`config.mk`:
```
export PLATFORM = sky130hd
export DESIGN_NAME = snn_osc_network
export DESIGN_NICKNAME = d
export VERILOG_FILES = /design/src/rtl/snn_osc_network.sv
export SDC_FILE = /design/constraint.sdc
export NUM_CORES = 1
export LEC_CHECK = 0
export BUFFER_PORTS_ARGS = -buffer_cell sky130_fd_sc_hd__buf_2
export CAP_MARGIN = 20
export CORE_ASPECT_RATIO = 1.4
export CORE_UTILIZATION = 35
export DETAILED_ROUTE_END_ITERATION = 8
export GPL_ROUTABILITY_DRIVEN = 0
export PLACE_DENSITY = 0.58
export SYNTH_ARGS = -nofsm -noshare
export SYNTH_HDL_FRONTEND = slang
export SYNTH_SLANG_ARGS = --single-unit
```
`constraint.sdc`:
```
create_clock -name clk -period 11.7 [get_ports clk]
set_clock_uncertainty 0.15 [all_clocks]
set_input_delay 0 -clock clk [delete_from_list [all_inputs] [get_ports clk]]
set_output_delay 0 -clock clk [all_outputs]
set_load 0.01 [all_outputs]
```
`src/rtl/snn_osc_network.sv`:
```
// Spiking oscillator network: N leaky integrate-and-fire neurons with an all-to-all
// signed weight matrix, per-neuron bias, refractory hold and a saturating spike counter.
module snn_osc_network #(
    parameter int N_NEURONS  = 4,
    parameter int V_WIDTH    = 8,
    parameter int W_WIDTH    = 4,
    parameter int LEAK_SHIFT = 3,
    parameter int REFRAC     = 2,
    parameter int CNT_WIDTH  = 16,
    localparam int ADDR_W    = $clog2(N_NEURONS*N_NEURONS+N_NEURONS)
) (
    input  logic                 clk,
    input  logic                 rst_n,
    input  logic                 ena,
    input  logic                 cfg_we,
    input  logic [ADDR_W-1:0]    cfg_addr,
    input  logic [V_WIDTH-1:0]   cfg_data,
    input  logic [V_WIDTH-1:0]   threshold,
    input  logic                 cnt_clr,
    output logic [N_NEURONS-1:0] spike_out,
    output logic                 spike_any,
    output logic [CNT_WIDTH-1:0] spike_count
);
    localparam int N_SYN = N_NEURONS * N_NEURONS;
    // Wide enough for v + bias plus N worst-case weights without wrapping.
    localparam int ACC_W = V_WIDTH + W_WIDTH + 4;
    localparam int RF_W  = (REFRAC > 0) ? $clog2(REFRAC + 1) : 1;
    localparam int POP_W = $clog2(N_NEURONS + 1);
    localparam logic signed [ACC_W-1:0] V_MAX = ACC_W'({V_WIDTH{1'b1}});

    logic signed [W_WIDTH-1:0]     r_w      [N_SYN];
    logic [V_WIDTH-1:0]            r_bias   [N_NEURONS];
    logic [V_WIDTH-1:0]            r_v      [N_NEURONS];
    logic [RF_W-1:0]               r_refrac [N_NEURONS];
    logic [N_NEURONS-1:0]          r_spike;
    logic [CNT_WIDTH-1:0]          r_cnt;

    logic [N_NEURONS*V_WIDTH-1:0]  w_vc;
    logic [N_NEURONS-1:0]          w_fire;
    logic [N_NEURONS-1:0]          w_spike_next;
    logic [POP_W-1:0]              w_pop;
    logic [CNT_WIDTH:0]            w_cnt_sum;

    genvar gi;
    generate
        for (gi = 0; gi < N_NEURONS; gi++) begin : g_neuron
            logic signed [ACC_W-1:0] w_acc;
            logic [V_WIDTH-1:0]      w_clamp;

            always_comb begin
                w_acc = ACC_W'(r_v[gi]) - ACC_W'(r_v[gi] >> LEAK_SHIFT) + ACC_W'(r_bias[gi]);
                for (int j = 0; j < N_NEURONS; j++) begin
                    if (r_spike[j]) begin
                        w_acc = w_acc + ACC_W'(r_w[gi*N_NEURONS + j]);
                    end
                end
            end

            always_comb begin
                if (w_acc[ACC_W-1]) begin
                    w_clamp = '0;
                end else if (w_acc > V_MAX) begin
                    w_clamp = '1;
                end else begin
                    w_clamp = w_acc[V_WIDTH-1:0];
                end
            end

            assign w_vc[gi*V_WIDTH +: V_WIDTH] = w_clamp;
            assign w_fire[gi] = (r_refrac[gi] == '0) && (w_clamp >= threshold);
        end
    endgenerate

    assign w_spike_next = ena ? w_fire : '0;

    always_comb begin
        w_pop = '0;
        for (int i = 0; i < N_NEURONS; i++) begin
            w_pop = w_pop + POP_W'(w_spike_next[i]);
        end
        w_cnt_sum = {1'b0, r_cnt} + (CNT_WIDTH+1)'(w_pop);
    end

    always_ff @(posedge clk or negedge rst_n) begin
        if (!rst_n) begin
            r_spike <= '0;
            for (int i = 0; i < N_NEURONS; i++) begin
                r_v[i]      <= '0;
                r_refrac[i] <= '0;
            end
        end else begin
            r_spike <= w_spike_next;
            if (ena) begin
                for (int i = 0; i < N_NEURONS; i++) begin
                    if (r_refrac[i] != '0) begin
                        r_refrac[i] <= r_refrac[i] - RF_W'(1);
                        r_v[i]      <= '0;
                    end else if (w_fire[i]) begin
                        r_refrac[i] <= RF_W'(REFRAC);
                        r_v[i]      <= '0;
                    end else begin
                        r_v[i]      <= w_vc[i*V_WIDTH +: V_WIDTH];
                    end
                end
            end
        end
    end

    // Config writes land after this edge's update, so the update sees old values.
    always_ff @(posedge clk or negedge rst_n) begin
        if (!rst_n) begin
            for (int k = 0; k < N_SYN; k++) begin
                r_w[k] <= '0;
            end
            for (int k = 0; k < N_NEURONS; k++) begin
                r_bias[k] <= '0;
            end
        end else if (cfg_we) begin
            for (int k = 0; k < N_SYN; k++) begin
                if (cfg_addr == ADDR_W'(k)) begin
                    r_w[k] <= cfg_data[W_WIDTH-1:0];
                end
            end
            for (int k = 0; k < N_NEURONS; k++) begin
                if (cfg_addr == ADDR_W'(N_SYN + k)) begin
                    r_bias[k] <= cfg_data;
                end
            end
        end
    end

    always_ff @(posedge clk or negedge rst_n) begin
        if (!rst_n) begin
            r_cnt <= '0;
        end else if (cnt_clr) begin
            r_cnt <= '0;
        end else if (w_cnt_sum[CNT_WIDTH]) begin
            r_cnt <= '1;
        end else begin
            r_cnt <= w_cnt_sum[CNT_WIDTH-1:0];
        end
    end

    assign spike_out   = r_spike;
    assign spike_any   = |r_spike;
    assign spike_count = r_cnt;

endmodule
```
==> metrics.txt, run 1 <==
most used cell along the critical path inv_2; kind of cell with the highest combined delay on the critical path compound AO/OA/AOI/OAI gates; number of warnings issued by yosys 0; Post-Place Setup Slack -473 ps; type of element launching the critical path flop; fraction of post-synthesis cell area in the top cell type by area 0.183; detailed route wirelength on metal3 1790 µm; initial standard-cell utilization of the core 0.356; stage delay of the slowest cell on the critical path 510 ps; Highest Clock Rate 0.0862 GHz; flop and latch count out of synthesis 156; HPWL reported at the end of detailed placement 52300 µm; number of failing hold endpoints at the final stage 1; buffer type at the clock tree root clkbuf_16; final routed wirelength across all metal layers 69800 µm; sequential area share after synthesis 0.183; WL/cell 18.7 µm; I/O pin total 47; Post-synth EDFFs 0; global-route wire length before repair around 110000 µm; outcome complete, but fails checks; pins over their slew limit 0; DRC violation total after the first TritonRoute iteration 952; Mapped Cells ~2600; top layer reached by signal wires met4; reported max-cap violation count 0; global route total overflow 0; Die H 294 µm; syn nets 2931; standard-cell rows 106; antenna violations before repair 0; Slew HR 0.264; number of detailed-route iterations in the first pass 8; signed area change from the synthesized netlist to the final layout 27.3%; cts bufs inserted 17; Crit path arrival time 11830 ps; largest net degree at the start of global routing between 90 and 100; Layout Utilization 0.453; count leader, synth ha_1; Die ar. 62100 µm²; fin nets ~3300; Total Routing Usage GR 0.215; Most used DFF post-synth dfrtp_1; mean post-synth cell area 8.30 µm²; number of vias per cell after detailed routing 5.66; clock sink count roughly 160; Min-Delay Path Class in -> async; clk_lat worst skew 460 ps; Max clock buf depth 2; clock-pin slew reported for the worst setup and hold paths after clock tree synthesis 70 ps; post-layout worst setup margin 97.7 ps; cell type of the slowest stage on the worst timing path or4_4; number of buffers added on ports 46; Core ar. 60100 µm²; hold slack -3.75 ps; buffers plus inverters on the worst setup path 8; period utilization 0.992; number of unique standard cell types used by synthesis 89; final count of negative-setup-slack endpoints 0; vias in the first global route 21000; async set or reset register ratio after synthesis 1.00; area occupied by multi-input gates 18300 µm²; clock tree from TritonCTS yes; Max FO, Critical Path 7; remaining routing DRC violations 0; number of nets with antenna violations after routing 0; fill count about 5800; violations in the final reports negative hold slack; routed vias around 21000; CP Class reg -> reg; unrepaired setup endpoints after global routing true; worst path required time 11930 ps; dominant cells by area after synthesis dfrtp_1 18%, ha_1 18%, mux2_2 7.3%; layout cell share with drive strength beyond 1 0.288; die width 211 µm; Met1 Wirelength between 20000 and 30000 µm; minimum clock period 11600 ps; met2 wire length 36500 µm; commonest cells in the synthesized netlist 300 x ha_1, 196 x nor2_1, 181 x o21ai_0; post-synthesis instance area 21400 µm²; level count of the clock H-tree 4; endpoint kind of the worst setup timing path flop; transition at the pin with the smallest max-transition slack 1100 ps; library cell occupying the most area in the post-synthesis netlist dfrtp_1; storage element area 3910 µm²
-- kinds of logic (layout without fill, tap and decap cells) --
group,Yosys count,in the layout,share of synthesized area
AOI/OAI and AO/OA,836,836,0.263
xor gates and xnor gates,163,163,0.0675
adders and majority gates,327,327,0.201
buffers and inverters,242,588,0.0427
DFF,156,156,0.183
muxes,168,168,0.0868
other,0,1,0
and+or+nand+nor,686,686,0.157
-- flip-flops by register name, indices dropped and copies added, names as in the netlist --
register,cells
spike_out,4
r_w,64
spike_count,16
r_bias,32
r_v,32
r_refrac,8
-- layout by cell type (no fill, tap or decap), drive strengths merged, types with 91 or more instances in the layout --
master	n
nor2	196
ha	300
a21o	91
a21oi	177
inv	176
buf	370
mux2	139
o21ai	182
xnor2	113
dfrtp	156
nand2	162
-- routing by layer --
layer | GRT usage | vias up
met5 | 0 | -
met3 | 0.0208 | 141
met2 | 0.408 | 391
met1 | 0.236 | 10400
li1 | - | 10200
met4 | 0.104 | 0
-- path summary, 6_finish.rpt --
kind / startpoint / endpoint / slack (ps) / cells past startpoint
setup / recovery: r_v[12] / spike_count[0] / 100 / 59
hold / removal: rst_n / r_v[26] / -4 / 2
setup reg to reg: r_v[12] / spike_count[0] / 100 / 59
hold reg to reg: r_refrac[4] / r_refrac[4] / 370 / 1
max in group asynchronous: rst_n / spike_out[3] / 9940 / 3
min in group clk: cfg_addr[0] / r_bias[1] / 90 / 3
-- area by class of cell --
class / instances / share of cell area
Antenna cell: 1 / 0.0000920
Clock buffer: 19 / 0.0159
Clock inverter: 12 / 0.00340
Inverter: 175 / 0.0242
Multi-Input combinational cell: 2180 / 0.672
Sequential cell: 156 / 0.144
Tap cell: 810 / 0.0372
Timing Repair Buffer: 382 / 0.104
-- worst register-to-register path: cells and delay by family, from the launching register on --
kind,cells,cell delay [ps]
adder cells (fa/ha/maj),10,2860
flip-flops,1,400
multiplexers,1,290
AO/OA/AOI/OAI,19,3740
buffers and inverters,8,950
XOR/XNOR,5,720
AND/OR/NAND/NOR,16,2450
-- repair_timing --
| action | 4_1_cts | 5_1_grt |
|---|---|---|
| hold endpoints to repair | 143 | 0 |
| buffers inserted | 16 | 58 |
| pin swaps | 26 | 172 |
| gates resized for setup | 71 | 308 |
| endpoints found under the setup margin | 16 | 32 |
| hold buffers | 12 | 0 |
| gates cloned | 0 | 0 |
-- metrics by stage --
stage,hold WS (ps),setup TNS [ps],cell area (µm²),instances
2_1_floorplan,-446,0,21400,2578
3_3_place_gp,17.5,-5600,24300,3617
3_5_place_dp,8.83,-7070,24300,3617
4_1_cts,89.0,0,25300,3676
5_1_grt,103,-5670,27200,3734
6_report,-3.75,0,27200,3735
Power of run 1 is not shown: default switching activity piles up to over one toggle a cycle in this logic, so the estimate is an artifact.
==> run 2: changes to the inputs <==
Settings changed: CORE_UTILIZATION 35 to 59, PLACE_DENSITY 0.58 to 0.79.
==> run 2 against run 1 <==
  * The run ends with negative setup slack left
  * Routed wire length fell by 2.2%
  * Die area is 40% lower
  * Sequential share of layout area rose by 0.96 points
  * Setup slack worse by 400 ps
  * Cell count down 14%
  * Via count grew 1.9%
  * Sequential cell count stayed put
  * Core utilization grew 26 points
  * Critical path depth is 3 lower
==> metrics.txt, run 2 (synthesis results as in run 1) <==
global route total overflow 0 (unchanged); cell type of the slowest stage on the worst timing path fa_1; stage delay of the slowest cell on the critical path 550 ps (+40 ps); Worst Min Path Start cfg_we; Max clock buf depth 2 (unchanged); largest net degree at the start of global routing 108 (+15%); register with the highest flop count r_w; standard-cell rows 82 (-23%); unrepaired setup endpoints after global routing true; endpoint kind of the worst setup timing path flop; cts bufs inserted 17 (unchanged); Slew HR 0.147 (-0.117); transition at the pin with the smallest max-transition slack 1270 ps (+172 ps); clk_lat worst skew 460 ps (about the same); Highest Clock Rate 0.0833 GHz (-3.3%); Die ar. 37000 µm² (-40%); max FFs per register 64 (unchanged); clock sink count 156 (unchanged); Cell Area, Placed 22600 µm² (-6.7%); worst reg2reg endpoint spike_count[5]; Die H 227 µm (-23%); layout cell share with drive strength beyond 1 0.241 (-0.0473); pins over their slew limit 0 (unchanged); CP Class reg -> reg; number of detailed-route iterations in the first pass 6 (-2); beginning of the worst register-to-register path r_v[24]; number of nets with antenna violations after routing 0 (unchanged); die width 163 µm (-23%); level count of the clock H-tree 4 (unchanged); vias in the first global route 20700 (-1.7%); post-route cell area 25500 µm² (-6.2%); I/O pin total 47 (unchanged); leading cell type in the layout, fill and taps excluded ha_1; WL/cell 21.2 µm (+13%); remaining routing DRC violations 0 (unchanged); period utilization 1.03 (+0.0341); antenna violations before repair 3 (+3); setup slack on the worst flop-to-flop path -300 ps (-400 ps); registers with the most flip-flops r_w: 64 flops, r_bias: 32 flops, r_v: 32 flops; Min-Delay Path Class in -> reg; reported max-cap violation count 0 (unchanged); minimum clock period 12000 ps (+399 ps); R2R cell count 56 (-5.1%); Crit path arrival time 12240 ps (+410 ps); signed area change from the synthesized netlist to the final layout 19.3%; fin nets 3104 (-4.9%); final routed wirelength across all metal layers 68300 µm (-2.2%); type of element launching the critical path flop; worst path required time 11930 ps (about the same); leading cell types in the layout, fill and taps excluded 251 x ha_1, 179 x nor2_1, 168 x inv_1, 159 x nand2_1, 155 x buf_4; routed vias 21500 (+1.9%); initial standard-cell utilization of the core 0.599 (+0.243); total negative slack for setup checks -4240 ps (-4240 ps); HPWL reported at the end of detailed placement 46700 µm (-11%); Worst Hold Endpoint r_w[15]; buffer type at the clock tree root clkbuf_16; Post-Place Setup Slack -403 ps (+69.7 ps); number of vias per cell after detailed routing 6.68 (+18%); clock-pin slew reported for the worst setup and hold paths after clock tree synthesis 70 ps (about the same); final count of negative-setup-slack endpoints 16 (+16); Core ar. 35700 µm² (-41%); global-route wire length before repair 99600 µm (-5.9%); number of buffers added on ports 46 (unchanged); outcome complete, but fails checks; worst hold stages 4; DRC violation total after the first TritonRoute iteration 1562 (+64%); Max FO, Critical Path 5 (-2); violations in the final reports negative setup slack; Total Routing Usage GR 0.339 (+0.124); most used cell along the critical path a21o_1; clock tree from TritonCTS yes; fill count 2557 (-56%); post-layout worst setup margin -301 ps (-399 ps); number of failing hold endpoints at the final stage 0 (-1)
## run 2: changes by cell type in the layout (fill, tap and decap cells not counted), moves of 5 or more
cell | previous run | this run
inv_2 | 9 | 4
o21ai_1 | 31 | 24
buf_4 | 316 | 155
o21ai_2 | 16 | 25
nor2_2 | 9 | 16
inv_1 | 163 | 168
a21oi_1 | 126 | 136
a21oi_2 | 44 | 36
buf_6 | 9 | 4
## run 2: cell type report
cell class	instances	area (µm²)	share of cell area
clock inverters	13	179	0.00701
diodes	1	2.50	0.0000980
well taps	462	578	0.0226
repair buffers	221	1620	0.0635
inverters	175	658	0.0258
multi-input cells	2180	18100	0.711
clock buffers	19	433	0.0170
flip-flops and latches	156	3910	0.153
## run 2: critical path, delay by kind of cell, from the launching register on
family	cells	cell delay [ps]
mux	2	610
flops	1	390
buf+inv	6	710
simple gates	13	1720
compound gates	20	3740
xor+xnor	4	720
fa+ha+maj	11	3820
## run 2: worst max path at each step
stage / start / end / cells past startpoint
floorplan: r_v[4] / spike_count[10] / 60
global placement: r_v[4] / spike_count[15] / 59
detailed placement: r_v[0] / spike_count[14] / 57
CTS: r_v[20] / spike_count[15] / 58
global route: r_v[28] / spike_count[5] / 59
finish: r_v[24] / spike_count[5] / 56
## run 2: what timing repair did
| action | 4_1_cts | 5_1_grt |
|---|---|---|
| hold buffers | 15 | 1 |
| gates resized for setup | 53 | 297 |
| cloned | 0 | 1 |
| pin swaps | 20 | 135 |
| endpoints found under the hold margin | 161 | 43 |
| buffers inserted | 15 | 48 |
| setup endpoints to repair | 16 | 33 |
## run 2: stage by stage
step                      hold WS, ps   util  std cells
after CTS                        41.0  0.664       3174
after global placement           54.9  0.634       3112
final                            62.3  0.715       3227
after detailed placement         65.5  0.634       3112
after floorplan                  -446      -       2578
after global routing             79.1  0.715       3226
## run 2: routing by layer
layer,part of all wire,global-route usage,vias up
met4,0.079,0.252,4
li1,-,-,9878
met3,0.068,0.0587,362
met1,0.37,0.372,10300
met5,0.00045,0,-
met2,0.48,0.584,973
Power of run 2 is left out for the same reason.
